--- config.mk ---
export PLATFORM = sky130hd
export DESIGN_NAME = farm_zone_scheduler
export DESIGN_NICKNAME = d
export VERILOG_FILES = /design/src/rtl/farm_pkg.sv /design/src/rtl/farm_tick_gen.sv /design/src/rtl/farm_zone_scheduler.sv
export SDC_FILE = /design/constraint.sdc
export NUM_CORES = 1
export LEC_CHECK = 0
export CORE_ASPECT_RATIO = 1.4
export CORE_UTILIZATION = 50
export CTS_BUF_LIST = sky130_fd_sc_hd__clkbuf_4
export CTS_CLUSTER_SIZE = 10
export DETAILED_ROUTE_END_ITERATION = 10
export PLACE_DENSITY = 0.76
export SETUP_SLACK_MARGIN = 0.1
export SKIP_CTS_REPAIR_TIMING = 1
export SYNTH_ARGS = -nofsm -noshare
export SYNTH_HDL_FRONTEND = slang
export SYNTH_SLANG_ARGS = --single-unit
--- constraint.sdc ---
create_clock -name clk -period 5 [get_ports clk]
set_input_delay 1 -clock clk [delete_from_list [all_inputs] [get_ports clk]]
set_output_delay 1 -clock clk [all_outputs]
set_load 0.02 [all_outputs]
--- src/rtl/farm_pkg.sv ---
// Shared types and the crop threshold table for the irrigation scheduler.
package farm_pkg;

  typedef enum logic [1:0] {
    PROF_RADISH  = 2'd0,
    PROF_BASIL   = 2'd1,
    PROF_LETTUCE = 2'd2,
    PROF_TOMATO  = 2'd3
  } profile_e;

  typedef enum logic [1:0] {
    ST_IDLE  = 2'd0,
    ST_WATER = 2'd1,
    ST_COOL  = 2'd2
  } state_e;

  // 4-bit base thresholds; the top scales them up to the sensor width.
  typedef struct packed {
    logic [3:0] dry_lo;
    logic [3:0] wet_hi;
    logic [3:0] heat_on;
    logic [3:0] heat_off;
  } thresh_t;

  // Threshold table indexed by crop profile.
  function automatic thresh_t profile_thresh(input profile_e p);
    thresh_t t;
    case (p)
      PROF_RADISH:  t = '{dry_lo: 4'd6, wet_hi: 4'd10, heat_on: 4'd4, heat_off: 4'd6};
      PROF_BASIL:   t = '{dry_lo: 4'd5, wet_hi: 4'd9,  heat_on: 4'd6, heat_off: 4'd8};
      PROF_LETTUCE: t = '{dry_lo: 4'd8, wet_hi: 4'd12, heat_on: 4'd3, heat_off: 4'd5};
      default:      t = '{dry_lo: 4'd5, wet_hi: 4'd10, heat_on: 4'd7, heat_off: 4'd9};
    endcase
    return t;
  endfunction

endpackage

--- src/rtl/farm_tick_gen.sv ---
// Scheduler prescaler: one-clock tick every TICK_DIV enabled clocks.
module farm_tick_gen #(
  parameter int TICK_DIV = 25000
) (
  input  logic clk,
  input  logic rst_n,
  input  logic ena,
  output logic tick
);

  localparam int CW = $clog2(TICK_DIV);

  logic [CW-1:0] cnt_q, cnt_d;
  logic          last;

  assign last = (cnt_q == CW'(TICK_DIV - 1));
  assign tick = ena & last;

  // Next phase: wrap at the last count.
  always_comb begin
    cnt_d = last ? '0 : cnt_q + 1'b1;
  end

  // Phase register, frozen while disabled.
  always_ff @(posedge clk) begin
    if (!rst_n)   cnt_q <= '0;
    else if (ena) cnt_q <= cnt_d;
  end

endmodule

--- src/rtl/farm_zone_scheduler.sv ---
// Round-robin irrigation scheduler with watering timeout, pump cooldown
// and a hysteretic heater controller.
module farm_zone_scheduler
  import farm_pkg::*;
#(
  parameter int NUM_ZONES = 4,
  parameter int SENSOR_W  = 4,
  parameter int TICK_DIV  = 25000,
  parameter int MAX_ON    = 15,
  parameter int COOLDOWN  = 7
) (
  input  logic                          clk,
  input  logic                          rst_n,
  input  logic                          ena,
  input  logic [NUM_ZONES*SENSOR_W-1:0] soil_in,
  input  logic [SENSOR_W-1:0]           temp_in,
  input  logic [1:0]                    profile,
  input  logic                          override,
  input  logic                          fault_clr,
  output logic [NUM_ZONES-1:0]          pump_out,
  output logic                          heater_out,
  output logic [NUM_ZONES-1:0]          fault_out,
  output logic                          busy
);

  localparam int ZW      = $clog2(NUM_ZONES);
  localparam int CNT_MAX = (MAX_ON > COOLDOWN) ? MAX_ON : COOLDOWN;
  localparam int CW      = $clog2(CNT_MAX + 1);
  localparam int SH      = SENSOR_W - 4;

  logic tick;

  farm_tick_gen #(.TICK_DIV(TICK_DIV)) u_tick_gen (
    .clk   (clk),
    .rst_n (rst_n),
    .ena   (ena),
    .tick  (tick)
  );

  state_e               state_q, state_d;
  logic [ZW-1:0]        grant_q, grant_d;
  logic [ZW-1:0]        rr_ptr_q, rr_ptr_d;
  logic [CW-1:0]        cnt_q, cnt_d, cnt_inc;
  logic [NUM_ZONES-1:0] pump_q, pump_d;
  logic [NUM_ZONES-1:0] fault_q, fault_d;
  logic                 heater_q, heater_d;
  logic                 busy_q, busy_d;

  // Profile thresholds scaled to the sensor code width.
  thresh_t             th;
  logic [SENSOR_W-1:0] dry_lo, wet_hi, heat_on, heat_off;

  assign th       = profile_thresh(profile_e'(profile));
  assign dry_lo   = SENSOR_W'(th.dry_lo)   << SH;
  assign wet_hi   = SENSOR_W'(th.wet_hi)   << SH;
  assign heat_on  = SENSOR_W'(th.heat_on)  << SH;
  assign heat_off = SENSOR_W'(th.heat_off) << SH;

  logic [SENSOR_W-1:0]  soil [NUM_ZONES];
  logic [NUM_ZONES-1:0] req;

  generate
    for (genvar gi = 0; gi < NUM_ZONES; gi++) begin : g_zone
      assign soil[gi] = soil_in[gi*SENSOR_W +: SENSOR_W];
      assign req[gi]  = (soil[gi] < dry_lo) && !fault_q[gi] && !override;
    end
  endgenerate

  // First requesting zone at or after rr_ptr; descending scan so the
  // nearest candidate is written last.
  int            rr_sum;
  logic [ZW-1:0] cand, pick;
  logic          any_req;

  always_comb begin
    rr_sum  = 0;
    cand    = '0;
    pick    = '0;
    any_req = 1'b0;
    for (int k = NUM_ZONES - 1; k >= 0; k--) begin
      rr_sum = int'(rr_ptr_q) + k;
      if (rr_sum >= NUM_ZONES) rr_sum = rr_sum - NUM_ZONES;
      cand = ZW'(rr_sum);
      if (req[cand]) begin
        any_req = 1'b1;
        pick    = cand;
      end
    end
  end

  // Scheduler next state; override dominates, decisions only on ticks.
  always_comb begin
    state_d  = state_q;
    grant_d  = grant_q;
    rr_ptr_d = rr_ptr_q;
    cnt_d    = cnt_q;
    pump_d   = pump_q;
    fault_d  = fault_clr ? '0 : fault_q;
    cnt_inc  = cnt_q + 1'b1;
    if (override) begin
      state_d = ST_IDLE;
      cnt_d   = '0;
      pump_d  = '0;
    end else if (tick) begin
      case (state_q)
        ST_IDLE: begin
          if (any_req) begin
            grant_d       = pick;
            pump_d        = '0;
            pump_d[pick]  = 1'b1;
            cnt_d         = '0;
            state_d       = ST_WATER;
          end
        end
        ST_WATER: begin
          if (soil[grant_q] >= wet_hi) begin
            state_d = ST_COOL;
            pump_d  = '0;
            cnt_d   = '0;
          end else if (cnt_inc == CW'(MAX_ON)) begin
            fault_d[grant_q] = 1'b1;
            state_d          = ST_COOL;
            pump_d           = '0;
            cnt_d            = '0;
          end else begin
            cnt_d = cnt_inc;
          end
        end
        ST_COOL: begin
          if (cnt_inc == CW'(COOLDOWN)) begin
            state_d  = ST_IDLE;
            cnt_d    = '0;
            rr_ptr_d = (grant_q == ZW'(NUM_ZONES - 1)) ? '0 : grant_q + 1'b1;
          end else begin
            cnt_d = cnt_inc;
          end
        end
        default: begin
          state_d = ST_IDLE;
          pump_d  = '0;
          cnt_d   = '0;
        end
      endcase
    end
    busy_d = (state_d != ST_IDLE);
  end

  // Heater hysteresis, evaluated every enabled clock.
  always_comb begin
    heater_d = heater_q;
    if (override)                heater_d = 1'b0;
    else if (temp_in < heat_on)  heater_d = 1'b1;
    else if (temp_in >= heat_off) heater_d = 1'b0;
  end

  // All state and registered outputs; disabled clocks hold everything.
  always_ff @(posedge clk) begin
    if (!rst_n) begin
      state_q  <= ST_IDLE;
      grant_q  <= '0;
      rr_ptr_q <= '0;
      cnt_q    <= '0;
      pump_q   <= '0;
      fault_q  <= '0;
      heater_q <= 1'b0;
      busy_q   <= 1'b0;
    end else if (ena) begin
      state_q  <= state_d;
      grant_q  <= grant_d;
      rr_ptr_q <= rr_ptr_d;
      cnt_q    <= cnt_d;
      pump_q   <= pump_d;
      fault_q  <= fault_d;
      heater_q <= heater_d;
      busy_q   <= busy_d;
    end
  end

  assign pump_out   = pump_q;
  assign fault_out  = fault_q;
  assign heater_out = heater_q;
  assign busy       = busy_q;

endmodule
==> results.md <==
* Outcome: complete, no violations
* Hold Crit Start: pump_out[1]$_SDFFE_PN0P_
* IO Pins at 37
* Leakage Power at 1.123 nW
* CP startpoint kind: input pin
* Final period util at 79.26%
* DRC Markers at 0
* Seq pwr share at 52.8%
* Clk buf depth at 2
* Reg clk slew, reported paths at 0.11 ns
* CTS H-tree lvls at 2
* Worst VDD drop at 0.00008039 V
* Routability cong. at 0.9028
* Slew margin rel. at 48.91%
* Max Clk Rate at 252.3 MHz
* N_diodes at 0
* Slew at the pin with the worst max-slew slack at 0.7640 ns
* Total grt overflow at 0
* Nets at 395
* CP peak stage delay at 0.54 ns
* Unique cell type count in the Yosys netlist at 61
* First-pass GRT wire length at 9.425 mm
* Clock skew at 0.008343 ns
* Post-Synth Adder-Cell Area at 15.62%
* CP cell instances: clkdlybuf4s50_1 -> inv_1 -> ha_1 -> inv_1 -> ha_1 -> o211ai_1 -> o21ai_0 -> nand4_1 -> o21bai_2 -> a2111oi_0 -> o21a_1
* Comb pwr share at 17.8%
* Total number of vias at 2257
* Clock power share at 29.4%
* XOR/XNOR Fraction of Synth Area at 5.632%
* Setup_tns at 0 ns
* Final hold vios at 0
* Initial Util at 53.36%
* Critical Path Start: profile[0]
* # Max-Cap Violations at 0
* Mux contribution to synthesized area at 5.301%
* Highest metal used: met4
* Switching portion of total power at 27.75%
* Met3 wire length at 134 um
* Count leader, synth: dfxtp_1
* GRT Util Overall at 21.34%
* Top cells by count, synth: dfxtp_1 (35), ha_1 (33), nor2_1 (28)
* Initial antenna violation count at 0
* Sequential area share after synthesis at 26.50%
* Area Overhead vs Synth at 17.61%
* Synthesized Nets at 360
* Remaining antenna violation count at 0
* Syn. warnings at 0
* Iteration-0 DRC Markers at 160
* Post-Synth Simple-Gate Area at 27.07%
* Worst Reg2Reg Path Length in Cells at 9
* Worst setup endpoint: cnt_q[3]$_SDFFE_PN0P_
* Final slew viol count at 0
* Via/cell ratio at 5.643
* Met2 Wirelength at 2.863 mm
* Setup violations, final at 0
* Final WL at 5.613 mm
* PortBufs at 36
* Die area at 5586 sq um
* Clock latency on the worst-skew pair at 0.34 ns
* CTS Sinks at 35
* Compound-Gate Fraction of Synth Area at 16.23%
* Synth area leaders: dfxtp_1 (27%), ha_1 (16%), nor2_1 (4.0%)
* Max Fanout on Critical Path at 9
* Die Y at 88.04 um
* Layout cell share with drive strength beyond 1 at 8.333%
* Num CTS Buffers at 5
* Synth Flop Type: dfxtp_1
* Unrepaired setup endpoints after global routing: false
* Synth Register Bits at 35
* CTS tree: done
* Util after Layout at 62.75%
* Largest net degree at the start of global routing at 24
* Vias in the first global route at 2171
* Root Driver: clkbuf_4
* Int Power at 0.3874 mW
* Core Box Area at 4955 sq um
* Hold WC Path Type: flip-flop to flip-flop
* Crit. End Element: flip-flop
* Die width at 63.46 um
* CP max-delay cell: clkdlybuf4s50_1
* Cell area after synthesis at 2644 sq um
* EDFF count, synth at 0
* Synth area leader: dfxtp_1
* PwrDens at 172.4 nW/um^2
* M1 wire length at 2.489 mm
* Num rows at 30
* NetSw at 0.1488 mW
* Critical Path AT at 4.20 ns
* Routed WL per cell at 14.03 um
* Share of the synthesized area in the top cell type at 26.50%
* WS Path Type: input pin to flip-flop
* R2R Path Start: grant_q[0]$_SDFFE_PN0P_
* Critical Path RT at 5.24 ns
* Dpl hpwl at 4.472 mm
* Syn_area_per_cell at 8.813 sq um
* Time the worst path needs with I/O delays and setup at 3.963 ns
* Async SR Flop Fraction at 0%
* Syn Inst Count at 300
* Pre-antenna DRT Iters at 6
* Largest family of logic cells by synthesized area: simple AND/OR/NAND/NOR gates
* R2R setup slack at 2.07 ns
* R2r endpoint: pump_out[0]$_SDFFE_PN0P_
* Filler Cells Inserted at 453
## worst min-delay path by stage
stage	endpoint	slack [ns]	cells after the start
floorplan	cnt_q[0]$_SDFFE_PN0P_	0.49	2
global placement	pump_out[2]$_SDFFE_PN0P_	0.47	2
detailed placement	pump_out[2]$_SDFFE_PN0P_	0.47	2
CTS	pump_out[2]$_SDFFE_PN0P_	0.49	2
global route	pump_out[2]$_SDFFE_PN0P_	0.51	2
finish	pump_out[1]$_SDFFE_PN0P_	0.48	2
## layout by cell type (no fill, tap or decap), types with 2 or more instances in the layout
| cell | instances |
|---|---|
| nand2b_1 | 7 |
| and3_1 | 4 |
| o21ai_2 | 3 |
| nand4b_1 | 4 |
| nor3_1 | 5 |
| nand2_1 | 22 |
| ha_1 | 33 |
| o211ai_1 | 5 |
| a31oi_1 | 3 |
| a221oi_1 | 3 |
| o21ai_0 | 10 |
| nor2b_1 | 13 |
| a22oi_1 | 4 |
| clkbuf_4 | 6 |
| nand3b_1 | 5 |
| inv_1 | 17 |
| or4_4 | 2 |
| clkdlybuf4s50_1 | 36 |
| o21a_1 | 4 |
| and2_1 | 2 |
| or2_2 | 3 |
| mux4_2 | 4 |
| a21oi_1 | 5 |
| xnor2_1 | 7 |
| nand3_1 | 6 |
| or3_1 | 2 |
| nand4_1 | 10 |
| a211oi_1 | 2 |
| nor2_1 | 28 |
| o22ai_1 | 2 |
| mux2i_1 | 5 |
| xor2_1 | 10 |
| dfxtp_1 | 35 |
## power groups by stage
stage / registers (mW) / clock network, mW / logic (mW)
after floorplan: 0.289 / 0 / 0.0562
after global placement: 0.289 / 0 / 0.0942
after detailed placement: 0.289 / 0 / 0.0954
after CTS: 0.283 / 0.161 / 0.0960
after global routing: 0.283 / 0.175 / 0.108
final: 0.283 / 0.158 / 0.0954
## registers in the layout, indices dropped and copies added, names as in the netlist
register,cells
u_tick_gen.cnt_q,15
cnt_q,4
fault_out,4
pump_out,4
grant_q,2
rr_ptr_q,2
state_q,2
busy,1
heater_out,1
## routing by layer
| layer | GRT usage [%] | up-vias |
|---|---|---|
| met2 | 39.85 | 47 |
| met1 | 23.43 | 1044 |
| met3 | 3.255 | 8 |
| met4 | 9.917 | 0 |
| li1 | - | 1158 |
| met5 | 0 | - |
## area by class of cell
class	count	area [sq um]	share of cell area, %
Multi-Input combinational cell	240	1847	59.40
Timing Repair Buffer	36	360.3	11.59
Clock buffer	6	45.04	1.449
Sequential cell	35	700.7	22.54
Tap cell	64	80.08	2.575
Clock inverter	2	12.51	0.4024
Inverter	17	63.81	2.052
## worst max-delay path, delay by kind of cell
kind	cells	cell delay [ns]
and+or+nand+nor	1	0.40
adders and majority gates	2	0.67
AOI/OAI and AO/OA	5	1.24
buffers and inverters	3	0.90
## kinds of logic after synthesis
logic type / count (synthesis)
fa+ha+maj: 33
xor+xnor: 17
compound gates: 56
buf+inv: 25
mux: 9
simple gates: 125
flops: 35
## stage by stage
step	std cells	area [sq um]	setup slack (ns)	hold slack (ns)	power [mW]
finish	400	3109	1.037	0.4838	0.5361
floorplan	300	2644	1.655	0.4930	0.3456
global placement	392	3052	0.8168	0.4710	0.3836
CTS	400	3109	1.030	0.4873	0.5396
global route	400	3109	0.6782	0.5142	0.5662
detailed placement	392	3052	0.6785	0.4724	0.3847
(Power assumes the default switching activity.)
==> RTL change, RTL diff (same flow settings) <==
`TICK_DIV` is set to 25000 in 2 places; all go to 50000.
--- a/src/rtl/farm_tick_gen.sv
+++ b/src/rtl/farm_tick_gen.sv
@@ -1,6 +1,6 @@
 // Scheduler prescaler: one-clock tick every TICK_DIV enabled clocks.
 module farm_tick_gen #(
-  parameter int TICK_DIV = 25000
+  parameter int TICK_DIV = 50000
 ) (
   input  logic clk,
   input  logic rst_n,
--- a/src/rtl/farm_zone_scheduler.sv
+++ b/src/rtl/farm_zone_scheduler.sv
@@ -5,7 +5,7 @@
 #(
   parameter int NUM_ZONES = 4,
   parameter int SENSOR_W  = 4,
-  parameter int TICK_DIV  = 25000,
+  parameter int TICK_DIV  = 50000,
   parameter int MAX_ON    = 15,
   parameter int COOLDOWN  = 7
 ) (
Check against the original RTL: same outputs for any inputs over 10 cycles, from zero or initial values and one cycle with rst_n low; that may be too few to reach the edited logic, so the function may still have changed.
==> RTL change against the unedited design <==
Total power increased by 3.8%; cell area increased by 2.8%; synthesized area increased by 3.3%; cell count increased by 7.0%; utilization decreased by 1.3 points; setup slack improved by 0.13 ns; count of clock-buffer cells in the layout unchanged; sequential share of layout area about the same; wire length increased by 12%; sequential cell count increased by 1; worst hold slack got worse by 0.012 ns; non-clock buffer count increased by 1; critical endpoint is now cnt_q[0].
==> RTL change: results <==
[pwr]
max-vdd-ir-drop_v = 0.0000822
power_leakage_nw = 1.15
power_switching_share_pct = 28.1

[layout]
fillers = 474
nets = 421
top_register = "u_tick_gen.cnt_q"
largest_register_ffs = 16
drive_above_1_share_pct = 4.97

[route]
drt-initial-drc-count = 108
dr.pass1.iters = 5
wl_um = 6290

[global_routing]
grt_pass1_vias = 2335
grt_usage_pct = 22.9
grt_pass1_wl_um = 10300
grt_max_degree = 30

[synthesis]
synthesis.nets = 387
synth_compound_area_share_pct = 17.9
synth_mux_area_share_pct = 5.08
synthAdderAreaFrac_pct = 15.1
synth_xor_area_share_pct = 4.81
synthFlopType = "dfxtp_1"
synth_cell_type_count = 57
post_synth_main_area_contributors = "dfxtp_1, ha_1, nor2_1"
synth_common_cells = "dfxtp_1, ha_1, nor2_1, nand2_1, nand3_1"

[critical_path]
crit_family = "buffers and inverters"
cp.arrival_ns = 4.11
crit_path_max_fanout = 10
reg2reg_from = "grant_q[1]"

[timing]
clock_skew_ns = 0.0196
worstMarginPinSlew_ns = 0.966

[cts]
cts_buffers = 5

[outcome]
status = "finished, final reports clean"

[placed_design]
placed_cell_area_sq_um = 3140
dp_hpwl_um = 4890
place_congestion = 0.919

[hold_path]
hold_path.startpoint = "pump_out[3]"
## RTL change: per-layer routing
metal	track usage [%]	vias up	wire, um
li1	-	1258	-
met1	25.9	1148	2820
met2	42.0	55	3160
met3	2.81	13	135
met4	11.3	0	181
met5	0	-	0
## RTL change: power by group through the flow
stage | clock (W) | sequential, W | combinational, W
global placement | 0 | 0.000298 | 0.000104
finish | 0.000159 | 0.000292 | 0.000106
detailed placement | 0 | 0.000298 | 0.000105
floorplan | 0 | 0.000299 | 0.0000624
global route | 0.000177 | 0.000292 | 0.000119
CTS | 0.000161 | 0.000292 | 0.000106
## RTL change: path summary, 6_finish.rpt
kind | slack, ns | end
setup / recovery | 1.17 | cnt_q[0]
hold / removal | 0.47 | pump_out[3]
hold reg to reg | 0.47 | pump_out[3]
setup reg to reg | 2.07 | busy
## RTL change: layout make-up
type | instances | area, sq um | area share (%)
Clock buffer | 6 | 45.0 | 1.41
Clock inverter | 2 | 11.3 | 0.352
Inverter | 16 | 60.1 | 1.88
Multi-Input combinational cell | 265 | 1910 | 59.7
Sequential cell | 36 | 721 | 22.6
Tap cell | 66 | 82.6 | 2.58
Timing Repair Buffer | 37 | 368 | 11.5
## RTL change: cells by family after synthesis
logic type	after synthesis
and+or+nand+nor	137
AOI/OAI and AO/OA	70
DFF	36
adders and majority gates	33
buffers and inverters	26
xor gates and xnor gates	15
muxes	10
## RTL change: per-stage QoR
step | hold WS [ns] | cells | utilization (%) | total power [W] | setup slack (ns)
4_1_cts | 0.475 | 428 | 61.5 | 0.000559 | 1.20
3_5_place_dp | 0.461 | 420 | 60.4 | 0.000404 | 0.842
6_report | 0.472 | 428 | 61.5 | 0.000557 | 1.17
2_1_floorplan | 0.459 | 327 | - | 0.000362 | 1.92
3_3_place_gp | 0.458 | 420 | 60.4 | 0.000402 | 0.906
5_1_grt | 0.489 | 428 | 61.5 | 0.000589 | 0.886
## RTL change: worst reg2reg max path: stages, from the launching register on
cell	delay (ns)
dfxtp_1	0.61
mux4_2	0.56
ha_1	0.30
a21o_1	0.17
a31oi_1	0.27
nor3b_1	0.10
a221o_1	0.30
o211ai_1	0.10
nand3_1	0.13
o31a_1	0.28
